--- config.mk ---
export PLATFORM = sky130hd
export DESIGN_NAME = rf_op_sequencer_flat
export DESIGN_NICKNAME = d
export VERILOG_FILES = /design/src/rtl/rf_op_sequencer_pkg.sv /design/src/rtl/rf_op_sequencer_if.sv /design/src/rtl/rf_op_sequencer_alu.sv /design/src/rtl/rf_op_sequencer.sv /design/src/flat_wrapper.sv
export SDC_FILE = /design/constraint.sdc
export NUM_CORES = 1
export LEC_CHECK = 0
export ABC_AREA = 1
export BUFFER_PORTS_ARGS = -buffer_cell sky130_fd_sc_hd__buf_2
export CORE_MARGIN = 2
export CORE_UTILIZATION = 40
export DETAILED_ROUTE_END_ITERATION = 7
export HOLD_SLACK_MARGIN = 0.15
export PLACE_DENSITY = 0.59
export SETUP_SLACK_MARGIN = 0.3
export SLEW_MARGIN = 20
export SYNTH_ARGS = -nofsm -noshare
export SYNTH_HDL_FRONTEND = slang
export SYNTH_SLANG_ARGS = --single-unit
--- constraint.sdc ---
create_clock -name clk -period 3.9 [get_ports clk]
set_clock_uncertainty 0.15 [all_clocks]
set_input_delay 0 -clock clk [delete_from_list [all_inputs] [get_ports clk]]
set_output_delay 0 -clock clk [all_outputs]
set_load 0.01 [all_outputs]
--- src/rtl/rf_op_sequencer_pkg.sv ---
// rf_seq_pkg: opcodes, FSM states and widths shared by the register-file op sequencer.
package rf_seq_pkg;
  localparam int REG_ADDR_W = 5;
  localparam int DATA_W = 32;
  typedef enum logic [2:0] {
    OP_ADD = 3'd0,
    OP_SUB = 3'd1,
    OP_AND = 3'd2,
    OP_OR  = 3'd3,
    OP_XOR = 3'd4,
    OP_MOV = 3'd5,
    OP_LI  = 3'd6,
    OP_SLL = 3'd7
  } op_e;
  typedef enum logic [1:0] {
    S_IDLE  = 2'd0,
    S_READ  = 2'd1,
    S_WRITE = 2'd2,
    S_DONE  = 2'd3
  } state_e;
endpackage

--- src/rtl/rf_op_sequencer_if.sv ---
// rf_op_sequencer_if: valid/ready command channel from a command source to the sequencer.
interface rf_op_sequencer_if;
  import rf_seq_pkg::*;
  logic                  cmd_valid;
  logic                  cmd_ready;
  logic [2:0]            cmd_op;
  logic [REG_ADDR_W-1:0] cmd_rd;
  logic [REG_ADDR_W-1:0] cmd_rs1;
  logic [REG_ADDR_W-1:0] cmd_rs2;
  logic [DATA_W-1:0]     cmd_imm;
  logic [3:0]            cmd_rep;
  modport master (output cmd_valid, cmd_op, cmd_rd, cmd_rs1, cmd_rs2, cmd_imm, cmd_rep, input cmd_ready);
  modport slave (input cmd_valid, cmd_op, cmd_rd, cmd_rs1, cmd_rs2, cmd_imm, cmd_rep, output cmd_ready);
endinterface

--- src/rtl/rf_op_sequencer_alu.sv ---
// rf_seq_alu: combinational 32-bit micro-op datapath, modulo 2^32, no flags.
module rf_seq_alu
  import rf_seq_pkg::*;
(
  input  logic [2:0]        i_op,
  input  logic [DATA_W-1:0] i_a,
  input  logic [DATA_W-1:0] i_b,
  input  logic [DATA_W-1:0] i_imm,
  output logic [DATA_W-1:0] o_y
);
  always_comb begin
    o_y = '0;
    case (i_op)
      OP_ADD:  o_y = i_a + i_b;
      OP_SUB:  o_y = i_a - i_b;
      OP_AND:  o_y = i_a & i_b;
      OP_OR:   o_y = i_a | i_b;
      OP_XOR:  o_y = i_a ^ i_b;
      OP_MOV:  o_y = i_a;
      OP_LI:   o_y = i_imm;
      default: o_y = i_a << i_b[4:0];
    endcase
  end
endmodule

--- src/rtl/rf_op_sequencer.sv ---
// rf_op_sequencer: runs one micro-op per command (with repeats) against a 2R/1W regfile.
module rf_op_sequencer
  import rf_seq_pkg::*;
#(
  parameter bit ZERO_REG_RO = 1'b1,
  parameter int CNT_W = 16
) (
  input  logic                  clk,
  input  logic                  resetn,
  rf_op_sequencer_if.slave      cmd,
  input  logic                  i_abort,
  output logic [REG_ADDR_W-1:0] o_rf_raddr1,
  output logic [REG_ADDR_W-1:0] o_rf_raddr2,
  input  logic [DATA_W-1:0]     i_rf_rdata1,
  input  logic [DATA_W-1:0]     i_rf_rdata2,
  output logic [REG_ADDR_W-1:0] o_rf_waddr,
  output logic [DATA_W-1:0]     o_rf_wdata,
  output logic                  o_rf_wen,
  output logic                  o_busy,
  output logic                  o_done,
  output logic                  o_aborted,
  output logic                  o_err_r0,
  output logic [DATA_W-1:0]     o_result,
  output logic [CNT_W-1:0]      o_op_count
);
  state_e                r_state, w_next;
  logic [2:0]            r_op;
  logic [DATA_W-1:0]     r_imm, r_result, w_alu;
  logic [3:0]            r_rem;
  logic [REG_ADDR_W-1:0] r_raddr1, r_raddr2, r_waddr;
  logic [CNT_W-1:0]      r_count;
  logic                  r_aborted, w_wr_zero, w_write;

  rf_seq_alu u_alu (.i_op(r_op), .i_a(i_rf_rdata1), .i_b(i_rf_rdata2), .i_imm(r_imm), .o_y(w_alu));

  always_ff @(posedge clk) begin
    if (!resetn) begin
      r_state   <= S_IDLE;
      r_op      <= '0;
      r_imm     <= '0;
      r_rem     <= '0;
      r_raddr1  <= '0;
      r_raddr2  <= '0;
      r_waddr   <= '0;
      r_result  <= '0;
      r_count   <= '0;
      r_aborted <= 1'b0;
    end else begin
      r_state   <= w_next;
      r_aborted <= i_abort && (r_state != S_IDLE);
      if (r_state == S_IDLE && cmd.cmd_valid) begin
        r_op     <= cmd.cmd_op;
        r_imm    <= cmd.cmd_imm;
        r_rem    <= cmd.cmd_rep;
        r_raddr1 <= cmd.cmd_rs1;
        r_raddr2 <= cmd.cmd_rs2;
        r_waddr  <= cmd.cmd_rd;
      end
      if (r_state == S_READ && !i_abort) r_result <= w_alu;
      if (w_write && r_rem != '0) r_rem <= r_rem - 4'd1;
      if (o_rf_wen && r_count != '1) r_count <= r_count + 1'b1;
    end
  end

  // Abort outranks every non-IDLE transition, including the normal path into DONE.
  always_comb begin
    w_wr_zero = ZERO_REG_RO && (r_waddr == '0);
    w_write   = (r_state == S_WRITE);
    w_next    = (r_state == S_IDLE)  ? (cmd.cmd_valid ? S_READ : S_IDLE) :
                i_abort              ? S_IDLE :
                (r_state == S_READ)  ? S_WRITE :
                (r_state == S_WRITE) ? ((r_rem != '0) ? S_READ : S_DONE) : S_IDLE;
    cmd.cmd_ready = (r_state == S_IDLE);
    o_busy        = (r_state != S_IDLE);
    o_done        = (r_state == S_DONE) && !i_abort;
    o_rf_wen      = w_write && !w_wr_zero;
    o_err_r0      = w_write && w_wr_zero;
  end

  assign o_rf_raddr1 = r_raddr1;
  assign o_rf_raddr2 = r_raddr2;
  assign o_rf_waddr  = r_waddr;
  assign o_rf_wdata  = r_result;
  assign o_result    = r_result;
  assign o_op_count  = r_count;
  assign o_aborted   = r_aborted;
endmodule

--- src/flat_wrapper.sv ---
// flat-port wrapper written by rule: the top's interface ports become plain ports
module rf_op_sequencer_flat import rf_seq_pkg::*;
#(
  parameter bit ZERO_REG_RO = 1'b1,
  parameter int CNT_W = 16
)
  (clk, resetn, i_abort, o_rf_raddr1, o_rf_raddr2, i_rf_rdata1, i_rf_rdata2, o_rf_waddr, o_rf_wdata, o_rf_wen, o_busy, o_done, o_aborted, o_err_r0, o_result, o_op_count, cmd_cmd_valid, cmd_cmd_op, cmd_cmd_rd, cmd_cmd_rs1, cmd_cmd_rs2, cmd_cmd_imm, cmd_cmd_rep, cmd_cmd_ready);
  rf_op_sequencer_if cmd_i ();
  input  logic clk;
  input  logic resetn;
  input  logic i_abort;
  output logic [REG_ADDR_W-1:0] o_rf_raddr1;
  output logic [REG_ADDR_W-1:0] o_rf_raddr2;
  input  logic [DATA_W-1:0] i_rf_rdata1;
  input  logic [DATA_W-1:0] i_rf_rdata2;
  output logic [REG_ADDR_W-1:0] o_rf_waddr;
  output logic [DATA_W-1:0] o_rf_wdata;
  output logic o_rf_wen;
  output logic o_busy;
  output logic o_done;
  output logic o_aborted;
  output logic o_err_r0;
  output logic [DATA_W-1:0] o_result;
  output logic [CNT_W-1:0] o_op_count;
  input wire logic [$bits(cmd_i.cmd_valid)-1:0] cmd_cmd_valid;
  input wire logic [$bits(cmd_i.cmd_op)-1:0] cmd_cmd_op;
  input wire logic [$bits(cmd_i.cmd_rd)-1:0] cmd_cmd_rd;
  input wire logic [$bits(cmd_i.cmd_rs1)-1:0] cmd_cmd_rs1;
  input wire logic [$bits(cmd_i.cmd_rs2)-1:0] cmd_cmd_rs2;
  input wire logic [$bits(cmd_i.cmd_imm)-1:0] cmd_cmd_imm;
  input wire logic [$bits(cmd_i.cmd_rep)-1:0] cmd_cmd_rep;
  output wire logic [$bits(cmd_i.cmd_ready)-1:0] cmd_cmd_ready;
  assign cmd_i.cmd_valid = cmd_cmd_valid;
  assign cmd_i.cmd_op = cmd_cmd_op;
  assign cmd_i.cmd_rd = cmd_cmd_rd;
  assign cmd_i.cmd_rs1 = cmd_cmd_rs1;
  assign cmd_i.cmd_rs2 = cmd_cmd_rs2;
  assign cmd_i.cmd_imm = cmd_cmd_imm;
  assign cmd_i.cmd_rep = cmd_cmd_rep;
  assign cmd_cmd_ready = cmd_i.cmd_ready;
  rf_op_sequencer #(.ZERO_REG_RO(ZERO_REG_RO), .CNT_W(CNT_W)) u_core (.clk(clk), .resetn(resetn), .cmd(cmd_i), .i_abort(i_abort), .o_rf_raddr1(o_rf_raddr1), .o_rf_raddr2(o_rf_raddr2), .i_rf_rdata1(i_rf_rdata1), .i_rf_rdata2(i_rf_rdata2), .o_rf_waddr(o_rf_waddr), .o_rf_wdata(o_rf_wdata), .o_rf_wen(o_rf_wen), .o_busy(o_busy), .o_done(o_done), .o_aborted(o_aborted), .o_err_r0(o_err_r0), .o_result(o_result), .o_op_count(o_op_count));
endmodule
# After elaboration in Yosys (flattened, before gate mapping)
# Index checks and enable logic that the tools add are counted.
[word_totals] out_inout_bits=101 input_bits=122 latchBits=0 reg_bits=105 elab_cells=53 rom_bits=0 mem_count=0 ram_bits=0
[op_classes] n_mux=9 n_bitwise=3 reduce_logical=16 multipliers=0 eq_ne=10 n_shift=1 addsub=4 n_div=0 n_lt_le_gt_ge=0
[ops] op="$pmux 32 s7" count=1
[ops] op="$add 32x32->32" count=1
[ops] op="$and 32x32->32" count=1
[ops] op="$or 32x32->32" count=1
[ops] op="$shl 32x5->32" count=1
[ops] op="$sub 32x32->32" count=1
[ops] op="$xor 32x32->32" count=1
[ops] op="$add 16x1->16 const B" count=1
[ops] op="$ne 16x16->1 const B" count=1
[ops] op="$mux 2" count=5
[ops] op="$eq 3x3->1 const B" count=3
[ops] op="$logic_and 1x1->1" count=8
[ops] op="$mux 4" count=2
[ops] op="$eq 3x2->1 const B" count=2
[ops] op="$logic_not 5->1" count=1
[ops] op="$eq 2x2->1 const B" count=2
[ops] op="$reduce_bool 2->1" count=2
[ops] op="$reduce_bool 4->1" count=1
[ops] op="$sub 4x1->4 const B" count=1
[ops] op="$eq 3x1->1 const B" count=1
[ops] op="$logic_not 3->1" count=1
[ops] op="$eq 2x1->1 const B" count=1
[ops] op="$logic_not 1->1" count=2
[ops] op="$logic_not 2->1" count=1
[ops] op="$mux 1" count=1

# Logic depth before layout (Yosys ltp)
# Gate-level depths: netlist of run 1.
[depth] ltp_word=6 ltp_mapped=27 mapped_depth_nobuf=26

# Modules after synthesis
# A second synthesis of run 1 with hierarchy kept.
[unflattened] cells_unflattened=1950 hier_area_um2=11413.4
[modules_own_cells] module="rf_seq_alu" area_each_um2=7019.2 n_inst=1 cells_each=1352 seq_area_each_um2=0.0
[modules_own_cells] module="rf_op_sequencer" area_each_um2=4394.2 n_inst=1 cells_each=598 seq_area_each_um2=2102.0

# Worst setup path before layout of run 1
# Ideal clock, no wire load.
[synth_path] path_kind="register to register" from="register u_core.r_op[1]" to="register u_core.r_result[9] (netlist: u_core.o_result[9])" path_slack_ns=0.788 path_stages_with_launch=21 period_less_slack_ns=3.112 n_path_buf=3 t_required_ns=3.633 setup_time_ns=0.117 arrival_time_ns=2.845 path_cell_list="dfxtp_1 > inv_2 > buf_4 > nand3_2 > buf_4 > inv_2 > buf_2 > or2_2 > xor2_1 > ha_1 > a21oi_1 > nand2_1 > nand2_1 > nand2_1 > nand2_1 > nand2_1 > or2_2 > nand3_1 > nand3_1 > nor2_1 > nor2_1"
[synth_via] elab_chain_cells=2 word_cells_on_any_way=8 cone_classes="eq/ne: 6; mux: 1; reduce/logical: 1"
[synth_rtl] item="from (decl)" line_no="rf_op_sequencer.sv:27" rtl="logic [2:0] r_op;"
[synth_rtl] item="from (signal assigned)" line_no="rf_op_sequencer.sv:52" rtl="r_op <= cmd.cmd_op;"
[synth_rtl] item="$eq 3x3->1, or another cell as far along" line_no="rf_op_sequencer_alu.sv:13" rtl="case (i_op)"
[synth_rtl] item="$pmux 32 s7 (*)" line_no="rf_op_sequencer_alu.sv:13"
[synth_rtl] item="to (signal assigned)" line_no="rf_op_sequencer.sv:59" rtl="if (r_state == S_READ && !i_abort) r_result <= w_alu;"
[synth_rtl] item="to (decl)" line_no="rf_op_sequencer.sv:28" rtl="logic [DATA_W-1:0] r_imm, r_result, w_alu;"
# Mark *: on every way between the ends. The rest lies on a longest branch, timed or not.
# A chain may end at the register's enable or synchronous reset.

# Worst setup path in the final report of run 1
[layout_path] from="register u_core.r_op[0]" to="register u_core.r_result[6] (netlist: u_core.o_result[6])"
# The elaborated chain is that of the path after synthesis.

==> results of run 1 <==
power breakdown:
group	switching, µW	internal (µW)	total [µW]
registers	52.9	1140	1190
logic	1160	615	1780
clock network	551	468	1020
metrics by stage:
| stage | power [µW] | hold WS (ps) | instances |
|---|---|---|---|
| 5_1_grt | 4220 | 189 | 2457 |
| 4_1_cts | 3970 | 153 | 2453 |
| 3_3_place_gp | 2880 | 98.1 | 2352 |
| 2_1_floorplan | 2230 | -95.6 | 1849 |
| 3_5_place_dp | 2870 | 106 | 2352 |
| 6_report | 3990 | 141 | 2458 |
layer usage:
metal  GRT usage  share of wire  vias to the layer above
li1            -              -                     6528
met1       0.407           0.42                     6132
met2       0.580           0.47                      522
met3      0.0577          0.065                       87
met4       0.145          0.044                        0
met5           0              0                        -
worst register-to-register path: cells and delay by family (launching register included):
family	cells	cell delay, ps
AO/OA/AOI/OAI	1	120
XOR/XNOR	1	170
buffers and inverters	2	850
AND/OR/NAND/NOR	8	1260
flip-flops	1	450
adder cells (fa/ha/maj)	1	340
final timing paths:
check	from	to	slack, ps
max	u_core.r_op[0]	u_core.o_result[6]	450
min	i_rf_rdata1[18]	u_core.o_result[18]	140
max reg2reg	u_core.r_op[0]	u_core.o_result[6]	450
min reg2reg	u_core.o_op_count[15]	u_core.o_op_count[15]	310
placed cells by master (no fill, tap or decap), drive strengths merged, types with 4 or more instances in the layout:
master	synthesis	routed
nand2	511	511
buf	72	271
nor2	233	233
inv	217	221
o21ai	168	168
nand3	132	132
dfxtp	105	105
ha	99	99
a21oi	88	88
dlygate4sd3	0	85
xor2	33	33
nor3	18	18
nand4	17	17
a221oi	16	16
a211oi	11	11
nand3b	11	11
or2	10	10
clkbuf	33	9
o21bai	7	7
o221ai	7	7
o21a	6	6
a31oi	6	6
o2111ai	6	6
a41oi	6	6
nor4	5	5
a22o	5	5
o211ai	5	5
xnor2	4	4
clkinv	1	4
synth_stat cells (7+ instances only):
| library cell | n | share of area |
|---|---|---|
| a221oi_1 | 16 | 0.013 |
| nand2_1 | 509 | 0.17 |
| nand3b_1 | 11 | 0.0075 |
| buf_1 | 8 | 0.0027 |
| inv_2 | 13 | 0.0044 |
| o21bai_1 | 7 | 0.0048 |
| o221ai_1 | 7 | 0.0056 |
| dfxtp_1 | 105 | 0.19 |
| ha_1 | 99 | 0.11 |
| nand4_1 | 17 | 0.0097 |
| nand3_1 | 131 | 0.060 |
| xor2_1 | 33 | 0.026 |
| buf_2 | 27 | 0.012 |
| o21ai_1 | 13 | 0.0059 |
| o21ai_0 | 154 | 0.070 |
| buf_4 | 36 | 0.025 |
| a21oi_1 | 86 | 0.039 |
| a211oi_1 | 11 | 0.0075 |
| or2_2 | 9 | 0.0051 |
| nor3_1 | 18 | 0.0082 |
| inv_1 | 203 | 0.069 |
| nor2_1 | 228 | 0.078 |
| clkbuf_1 | 33 | 0.011 |
layout make-up:
type / count / area (µm²)
Inverter: 218 / 821
Clock inverter: 7 / 91.3
Clock buffer: 9 / 225
Timing Repair Buffer: 356 / 2330
Antenna cell: 1 / 2.50
Multi-Input combinational cell: 1421 / 7600
Sequential cell: 105 / 2110
Tap cell: 341 / 427
Fill cell: 2903 / 13300
registers in the layout, indices dropped and copies added (netlist names), 2 cells and up:
register            count
u_core.o_op_count      16
u_core.o_result        32
u_core.r_rem            4
u_core.r_op             3
u_core.r_state          2
u_core.r_imm           32
u_core.o_rf_raddr1      5
u_core.o_rf_raddr2      5
u_core.o_rf_waddr       5
kinds of logic after synthesis:
kind of cell / count (synthesis)
simple gates: 943
compound gates: 341
buf+inv: 323
flops: 105
fa+ha+maj: 100
xor+xnor: 37
what timing repair did:
item / in CTS / in global routing
resized for setup: 3 / 25
pin swaps: 0 / 4
hold endpoints to repair: 78 / 0
cloned: 0 / 0
endpoints found under the setup margin: 3 / 19
buffers inserted: 0 / 4
hold buffers: 85 / 0
==> flow_metrics.tcl, run 1 <==
set metrics [dict create \
    area_growth_pct 23.7 \
    dieArea_um2 28800 \
    worst_path_most_repeated_cell "nand3_1" \
    crit_fanout 10 \
    dpl.hpwl_um 38100 \
    wl_per_cell_um 20.0 \
    die_w_um 170 \
    gp_congestion 1.02 \
    synth-edff-count 0 \
    tritoncts "built" \
    rows 60 \
    synth.distinct_cells 52 \
    setup_slack_ps 453 \
    synth_compound_area_frac 0.180 \
    cp_cell_sequence "nand3_2, inv_2, or2_2, xor2_1, ha_2, nand3_1, nand3_1, nand2_1, nand2_1, or2_2, nand3_1, a41oi_1, dlygate4sd3_1" \
    path_buf_inv 2 \
    preCtsSetupSlack_ps 192 \
    slew_headroom 0.363 \
    slowest_delay_ps 570 \
    cap_violations 0 \
    synthAdderAreaFrac 0.114 \
    clk_latency_ps 380 \
    hold_depth 5 \
    synth_top_family_by_area "simple AND/OR/NAND/NOR gates" \
    final_area_um2 13600 \
    powerDensity_nw_per_um2 293 \
    ys_ff_latch 105 \
    synthSimpleGateAreaFrac 0.358 \
    first_pass_iters 6 \
    clock_path_buffers 2 \
    status "finished clean" \
    critPathRequiredTime_ps 4030 \
    wl_um 49100 \
    fp.coreArea_um2 27000 \
    syn_inst 1849 \
    rsz0062_at_grt "yes" \
    grt_max_degree 83 \
    tns_ps 0 \
    grt.total_usage 0.334 \
    cts_buffers 9 \
    vdd_drop_max_v 0.000217 \
    fin_util 0.505 \
    crit_path_top_delay_cell "dlygate4sd3_1" \
    place_area_um2 12300 \
    htree_levels 3 \
    dr.first_iter.drc_count 1150 \
    io_buffer_count 222 \
    ant_nets 0 \
    synthFlopType "dfxtp_1" \
    via_per_inst 5.40 \
    slew_viol_final 0 \
    start_util 0.408 \
    ioPinCount 223 \
    gr-total-overflow 0 \
    leakage_uw 0.00702 \
    cts_root_buffer "clkbuf_16" \
    grt_pass1_vias 12500 \
    cpLargestDelayFamily "simple AND/OR/NAND/NOR gates" \
    drive_above_1_share 0.162 \
    synthArstFlopShare 0 \
    antenna_found_initial 2 \
    crit_type "reg2reg" \
    layout.nets 2333 \
    synth-seq-area-share 0.191 \
    cts.clk_slew.worst_paths_ps 90 \
    netlist_area_um2 11000 \
    max_slew.worst_pin.slew_ps 950 \
    avgSynthCellArea_um2 5.95 \
    critPathCaptureType "flip-flop" \
    vias 13300 \
    crit_path_start_kind "flip-flop" \
    syn-num-nets 2071 \
    finalCriticalPeriod_ps 3450 \
    setup_viol 0 \
    ff2ff_path_depth 13 \
    fin_crit_sh 0.884 \
    final_hold_viol_count 0 \
    max_freq_mhz 290 \
    muxShareOfSynthArea 0 \
    synthXorXnorAreaFrac 0.0295 \
    die_y_um 170 \
    cp_num_cells 13 \
    cp.arrival_ps 3570 \
    cts_sinks 105 \
    drc_errors 0 \
    yosysWarnings 0 \
    hp-class "in2reg" \
    grt_pass1_wl_um 73000 \
]
Power figures use the tool's default switching activity.
==> run 2, diff against run 1 <==
SYNTH_HIERARCHICAL = 1   (was not set)
==> run 2 against run 1 <==
Effect of this change: wire length up 4.2%; final cell count up 3.9%; critical path depth up 6; sequential share of layout area down 0.15 points; global-route usage down 0.20 points; die area up 3.7%; total power up 0.45%; clock power down 4%; register-to-register slack worse by 40 ps; critical path type unchanged.
==> flow_metrics.tcl, run 2 <==
set metrics [dict create \
    vdd_drop_max_v 0.000198 \
    tritoncts "built" \
    leakage_uw 0.00707 \
    seq_area_um2 2100 \
    syn-num-nets 2172 \
    powerDensity_nw_per_um2 292 \
    rows 61 \
    drc_errors 0 \
    avgSynthCellArea_um2 5.85 \
    max_freq_mhz 287 \
    synth-seq-area-share 0.184 \
    grt_pass1_vias 12800 \
    netlist_area_um2 11400 \
    gp_congestion 1.03 \
    first_pass_iters 6 \
    dieArea_um2 29900 \
    synthFlopType "dfxtp_1" \
    cap_violations 0 \
    hp-class "in2out" \
    crit_type "reg2reg" \
    dpl.hpwl_um 40600 \
    crit_fanout 12 \
    ys_ff_latch 105 \
    synthMostInstantiatedCell "nand2_1" \
    final_cell_mix "nand2_1 (551), inv_1 (230), buf_2 (222)" \
    via_per_inst 5.34 \
    grt_max_degree 65 \
    area_growth_pct 20.2 \
    critPathRequiredTime_ps 4040 \
    cts_root_buffer "clkbuf_16" \
    clk_latency_ps 370 \
    crit_path_start_kind "flip-flop" \
    fin_util 0.491 \
    cts.clk_slew.worst_paths_ps 90 \
    wl_per_cell_um 20.0 \
    antenna_found_initial 0 \
    cp_cell_sequence "inv_2, nand3_2, buf_6, buf_4, nand2_1, o21a_1, xor2_1, ha_1, nand2_1, nor2_2, nand2_1, nor2_1, nand2_1, nand4_1, nand3_1, a21oi_2, buf_4, nand3_1, a21oi_1" \
    synthTopCellsByArea "dfxtp_1 (18%), nand2_1 (18%), ha_1 (11%), nand3_1 (8.0%), nor2_1 (7.6%)" \
    clock_path_buffers 2 \
    die_w_um 173 \
    multiInputGateArea_um2 7900 \
    worst_path_most_repeated_cell "nand2_1" \
    slowest_delay_ps 380 \
    finalCriticalPeriod_ps 3480 \
    grt_pass1_wl_um 76800 \
    setup_viol 0 \
    hold_slack_ps 151 \
    slew_headroom 0.374 \
    io_buffer_count 222 \
    final_hold_viol_count 0 \
    synth.distinct_cells 51 \
    synth_common_cells "nand2_1 (556), nor2_1 (232), inv_1 (230), nand3_1 (182), o21ai_0 (130)" \
    crit_path_top_delay_cell "ha_1" \
    finalPower_uw 4010 \
    start_util 0.409 \
    synth-edff-count 0 \
    tns_ps 0 \
    cts_sinks 105 \
    die_y_um 173 \
    fin_crit_sh 0.893 \
    layout.nets 2391 \
    critPathCaptureType "flip-flop" \
    slew_viol_final 0 \
    cp.arrival_ps 3620 \
    wl_um 51200 \
    fp.coreArea_um2 27900 \
    rsz0062_at_grt "yes" \
    syn_inst 1950 \
    dr.first_iter.drc_count 1423 \
    place_inst 2470 \
    vias 13600 \
    max_slew.worst_pin.slew_ps 933 \
    drive_above_1_share 0.161 \
    ioPinCount 223 \
    final_common_cell "nand2_1" \
    synthArstFlopShare 0 \
    htree_levels 3 \
    fin_cells 2553 \
    ant_nets 0 \
    synth_top_area_share 0.184 \
    grt.total_usage 0.332 \
    yosysTopAreaCell "dfxtp_1" \
    cts_buffers 9 \
    yosysWarnings 6 \
    status "finished clean" \
    gr-total-overflow 0 \
    fillers 3022 \
]
## run 2: metrics by stage
step | worst slack, ps | area [µm²]
floorplan | 919 | 11400
detailed placement | 17.4 | 12600
global route | 232 | 13700
global placement | 8.58 | 12600
finish | 416 | 13700
CTS | 304 | 13600
## run 2: worst paths after layout
| path | start | to | slack (ps) | cells after the start |
|---|---|---|---|---|
| setup reg to reg | u_core/r_op[1] | u_core/o_result[22] | 420 | 19 |
| setup / recovery | u_core/r_op[1] | u_core/o_result[22] | 420 | 19 |
| hold / removal | i_abort | o_done | 150 | 3 |
| hold reg to reg | u_core/o_result[7] | u_core/o_result[7] | 330 | 2 |
## run 2: layout make-up
class                      instances  area share
tap                              378      0.0345
timing repair buffer             318       0.147
sequential                       105       0.153
multi-input combinational       1491       0.576
clock buffer                       9      0.0164
clock inverter                     7     0.00620
antenna                            1    0.000182
inverter                         244      0.0668
## run 2: worst max-delay path, delay by kind of cell, from the launching register on
| kind | cells | cell delay [ps] |
|---|---|---|
| compound gates | 3 | 580 |
| xor+xnor | 1 | 140 |
| fa+ha+maj | 1 | 380 |
| buf+inv | 4 | 630 |
| flops | 1 | 360 |
| simple gates | 10 | 1150 |
## run 2: timing repair
item,in CTS,in global routing
endpoints found under the hold margin,68,0
resized for setup,1,39
hold buffers,65,0
pin swaps,0,3
cloned,0,0
setup endpoints to repair,1,20
setup buffers,0,1
## run 2: logic make-up (layout without fill, tap and decap cells)
family	count (synthesis)	after routing	synth area share
buffers and inverters	354	578	0.134
AND/OR/NAND/NOR	1040	1040	0.383
AO/OA/AOI/OAI	315	315	0.160
adder cells (fa/ha/maj)	100	100	0.110
XOR/XNOR	36	36	0.0276
other	0	1	0
flip-flops	105	105	0.184
## run 2: routing by layer
metal | GRT usage | part of all wire
met1 | 0.449 | 0.44
met4 | 0.145 | 0.041
met3 | 0.0303 | 0.067
met5 | 0 | 0
met2 | 0.540 | 0.45
## run 2: power by group
part | total, µW | internal [µW] | switching (µW)
combinational | 1830 | 611 | 1220
sequential | 1200 | 1140 | 58.7
clock | 975 | 461 | 513
==> run 3, diff against run 2 <==
BUFFER_PORTS_ARGS = not set   (was -buffer_cell sky130_fd_sc_hd__buf_2)
CELL_PAD_IN_SITES_DETAIL_PLACEMENT = 0   (was not set)
CELL_PAD_IN_SITES_GLOBAL_PLACEMENT = 1   (was not set)
DONT_BUFFER_PORTS = 1   (was not set)
PLACE_DENSITY = 0.73   (was 0.59)
==> run 3 against run 2 <==
Effect of this change: register-to-register slack improved by 30 ps; die area unchanged; combinational power decreased by 4%; final cell count decreased by 5.6%; non-clock buffer count decreased by 142; critical path depth unchanged; sequential share of layout area increased by 0.18 points; highest routed layer unchanged.
==> flow_metrics.tcl, run 3 (synthesis results as in run 2) <==
set metrics [dict create \
    dpl.hpwl_um 39200 \
    grt_pass1_vias 12500 \
    slowest_delay_ps 370 \
    area_growth_pct 18.8 \
    start_util 0.409 \
    wl_met3_um 4070 \
    slew_headroom 0.277 \
    htree_levels 3 \
    vdd_drop_max_v 0.000213 \
    max_freq_mhz 289 \
    grt_pass1_wl_um 77300 \
    gr-total-overflow 0 \
    tns_ps 0 \
    hold_depth 5 \
    p_switching_uw 1740 \
    cp_cell_sequence "inv_2, nand3_2, buf_8, o31ai_1, xor2_1, inv_1, ha_1, nand2_1, nor2_2, inv_1, nor2_1, nand2_1, nand2_2, nand2_1, nand3_1, nand3_1, a21oi_2, nand3_1, a21oi_1" \
    clockPowerShare 0.248 \
    seqPwrFrac 0.308 \
    via_per_inst 5.53 \
    max_slew.worst_pin.slew_ps 1080 \
    hold_slack_ps 140 \
    die_w_um 173 \
    cts_root_buffer "clkbuf_16" \
    grt_max_degree 66 \
    path_buf_inv 4 \
    first_pass_iters 6 \
    p_comb_frac 0.444 \
    cts_buffers 9 \
    final_common_cell "nand2_1" \
    rows 61 \
    final_hold_viol_count 0 \
    clock_path_buffers 2 \
    cts_sinks 105 \
    critPathRequiredTime_ps 4040 \
    ioPinCount 223 \
    fp.coreArea_um2 27900 \
    fin_crit_sh 0.886 \
    p_int_uw 2220 \
    cts.clk_slew.worst_paths_ps 90 \
    drc_errors 0 \
    powerDensity_nw_per_um2 292 \
    wl_per_cell_um 21.3 \
    layout.nets 2249 \
    sw_frac_of_total 0.439 \
    leakage_uw 0.00640 \
    slew_viol_final 0 \
    dieArea_um2 29900 \
    crit_path_start_kind "flip-flop" \
    dr.first_iter.drc_count 1438 \
    top_layer_used "met4" \
    clk_latency_ps 380 \
    crit_fanout 19 \
    drt-met1-wl_um 23600 \
    critPathCaptureType "flip-flop" \
    crit_path_top_delay_cell "ha_1" \
    cp.arrival_ps 3600 \
    io_buffer_count 0 \
    vias 13300 \
    cp_num_cells 19 \
    rsz0062_at_grt "yes" \
    cpLargestDelayFamily "simple AND/OR/NAND/NOR gates" \
    gp_congestion 0.980 \
    status "finished clean" \
    finalCriticalPeriod_ps 3450 \
    ff2ff_path_depth 19 \
    fillers 3052 \
    setup_viol 0 \
    die_y_um 173 \
    hp-class "in2reg" \
    drive_above_1_share 0.0714 \
    ant_nets 0 \
    wl_um 51200 \
    met2_length_um 22300 \
    antenna_found_initial 1 \
    cap_violations 0 \
    final_cell_mix "nand2_1 (545), inv_1 (229), nor2_1 (223)" \
    crit_type "reg2reg" \
    fin_util 0.485 \
    grt.total_usage 0.335 \
    tritoncts "built" \
]
run 3: cell count changes in the layout (fill, tap and decap cells not counted), sizes merged:
cell | previous run | this run
buf | 253 | 27
dlygate4sd3 | 65 | 149
clkinv | 4 | 5
inv | 246 | 245
run 3: worst register-to-register path: cells and delay by family (launching register included):
kind | cells | cell delay, ps
adders and majority gates | 1 | 370
AOI/OAI and AO/OA | 3 | 460
xor gates and xnor gates | 1 | 360
DFF | 1 | 330
and+or+nand+nor | 10 | 1200
buffers and inverters | 4 | 500
run 3: area by class of cell:
cell class / count / area (µm²) / area share
multi-input cells: 1491 / 8040 / 0.593
flip-flops and latches: 105 / 2100 / 0.155
repair buffers: 176 / 1710 / 0.126
inverters: 244 / 918 / 0.0677
well taps: 378 / 473 / 0.0349
clock buffers: 9 / 225 / 0.0166
clock inverters: 7 / 85.1 / 0.00627
diodes: 1 / 2.50 / 0.000185
run 3: final timing paths:
kind	start	endpoint	slack [ps]
worst min register to register	u_core/r_imm[8]	u_core/r_imm[8]	340
worst max register to register	u_core/r_op[1]	u_core/o_result[21]	450
worst max-delay path	u_core/r_op[1]	u_core/o_result[21]	450
worst min-delay path	i_rf_rdata2[12]	u_core/o_result[12]	140
run 3: power groups by stage:
stage | clock [µW] | combinational (µW) | sequential, µW
floorplan | 0 | 1060 | 1210
global placement | 0 | 1480 | 1240
detailed placement | 0 | 1480 | 1240
CTS | 1000 | 1640 | 1220
global route | 1050 | 1920 | 1230
finish | 981 | 1760 | 1220
run 3: through the flow:
step | setup slack (ps) | power, µW | area (µm²) | cells
4_1_cts | 314 | 3860 | 13300 | 2407
3_5_place_dp | 32.0 | 2730 | 11500 | 2242
5_1_grt | 275 | 4200 | 13600 | 2410
3_3_place_gp | 132 | 2720 | 11500 | 2242
6_report | 445 | 3960 | 13600 | 2411
2_1_floorplan | 919 | 2280 | 11400 | 1950
run 3: metal layers:
metal,up-vias,track usage
li1,6426,-
met1,6320,0.475
met2,538,0.521
met3,50,0.0627
met4,0,0.0855
met5,-,0
run 3: repair_timing:
action	in CTS	in global routing
hold buffers	149	1
gates cloned	0	0
buffers inserted	0	2
setup endpoints to repair	2	22
gates resized for setup	5	61
endpoints found under the hold margin	106	2
pin swaps	0	11
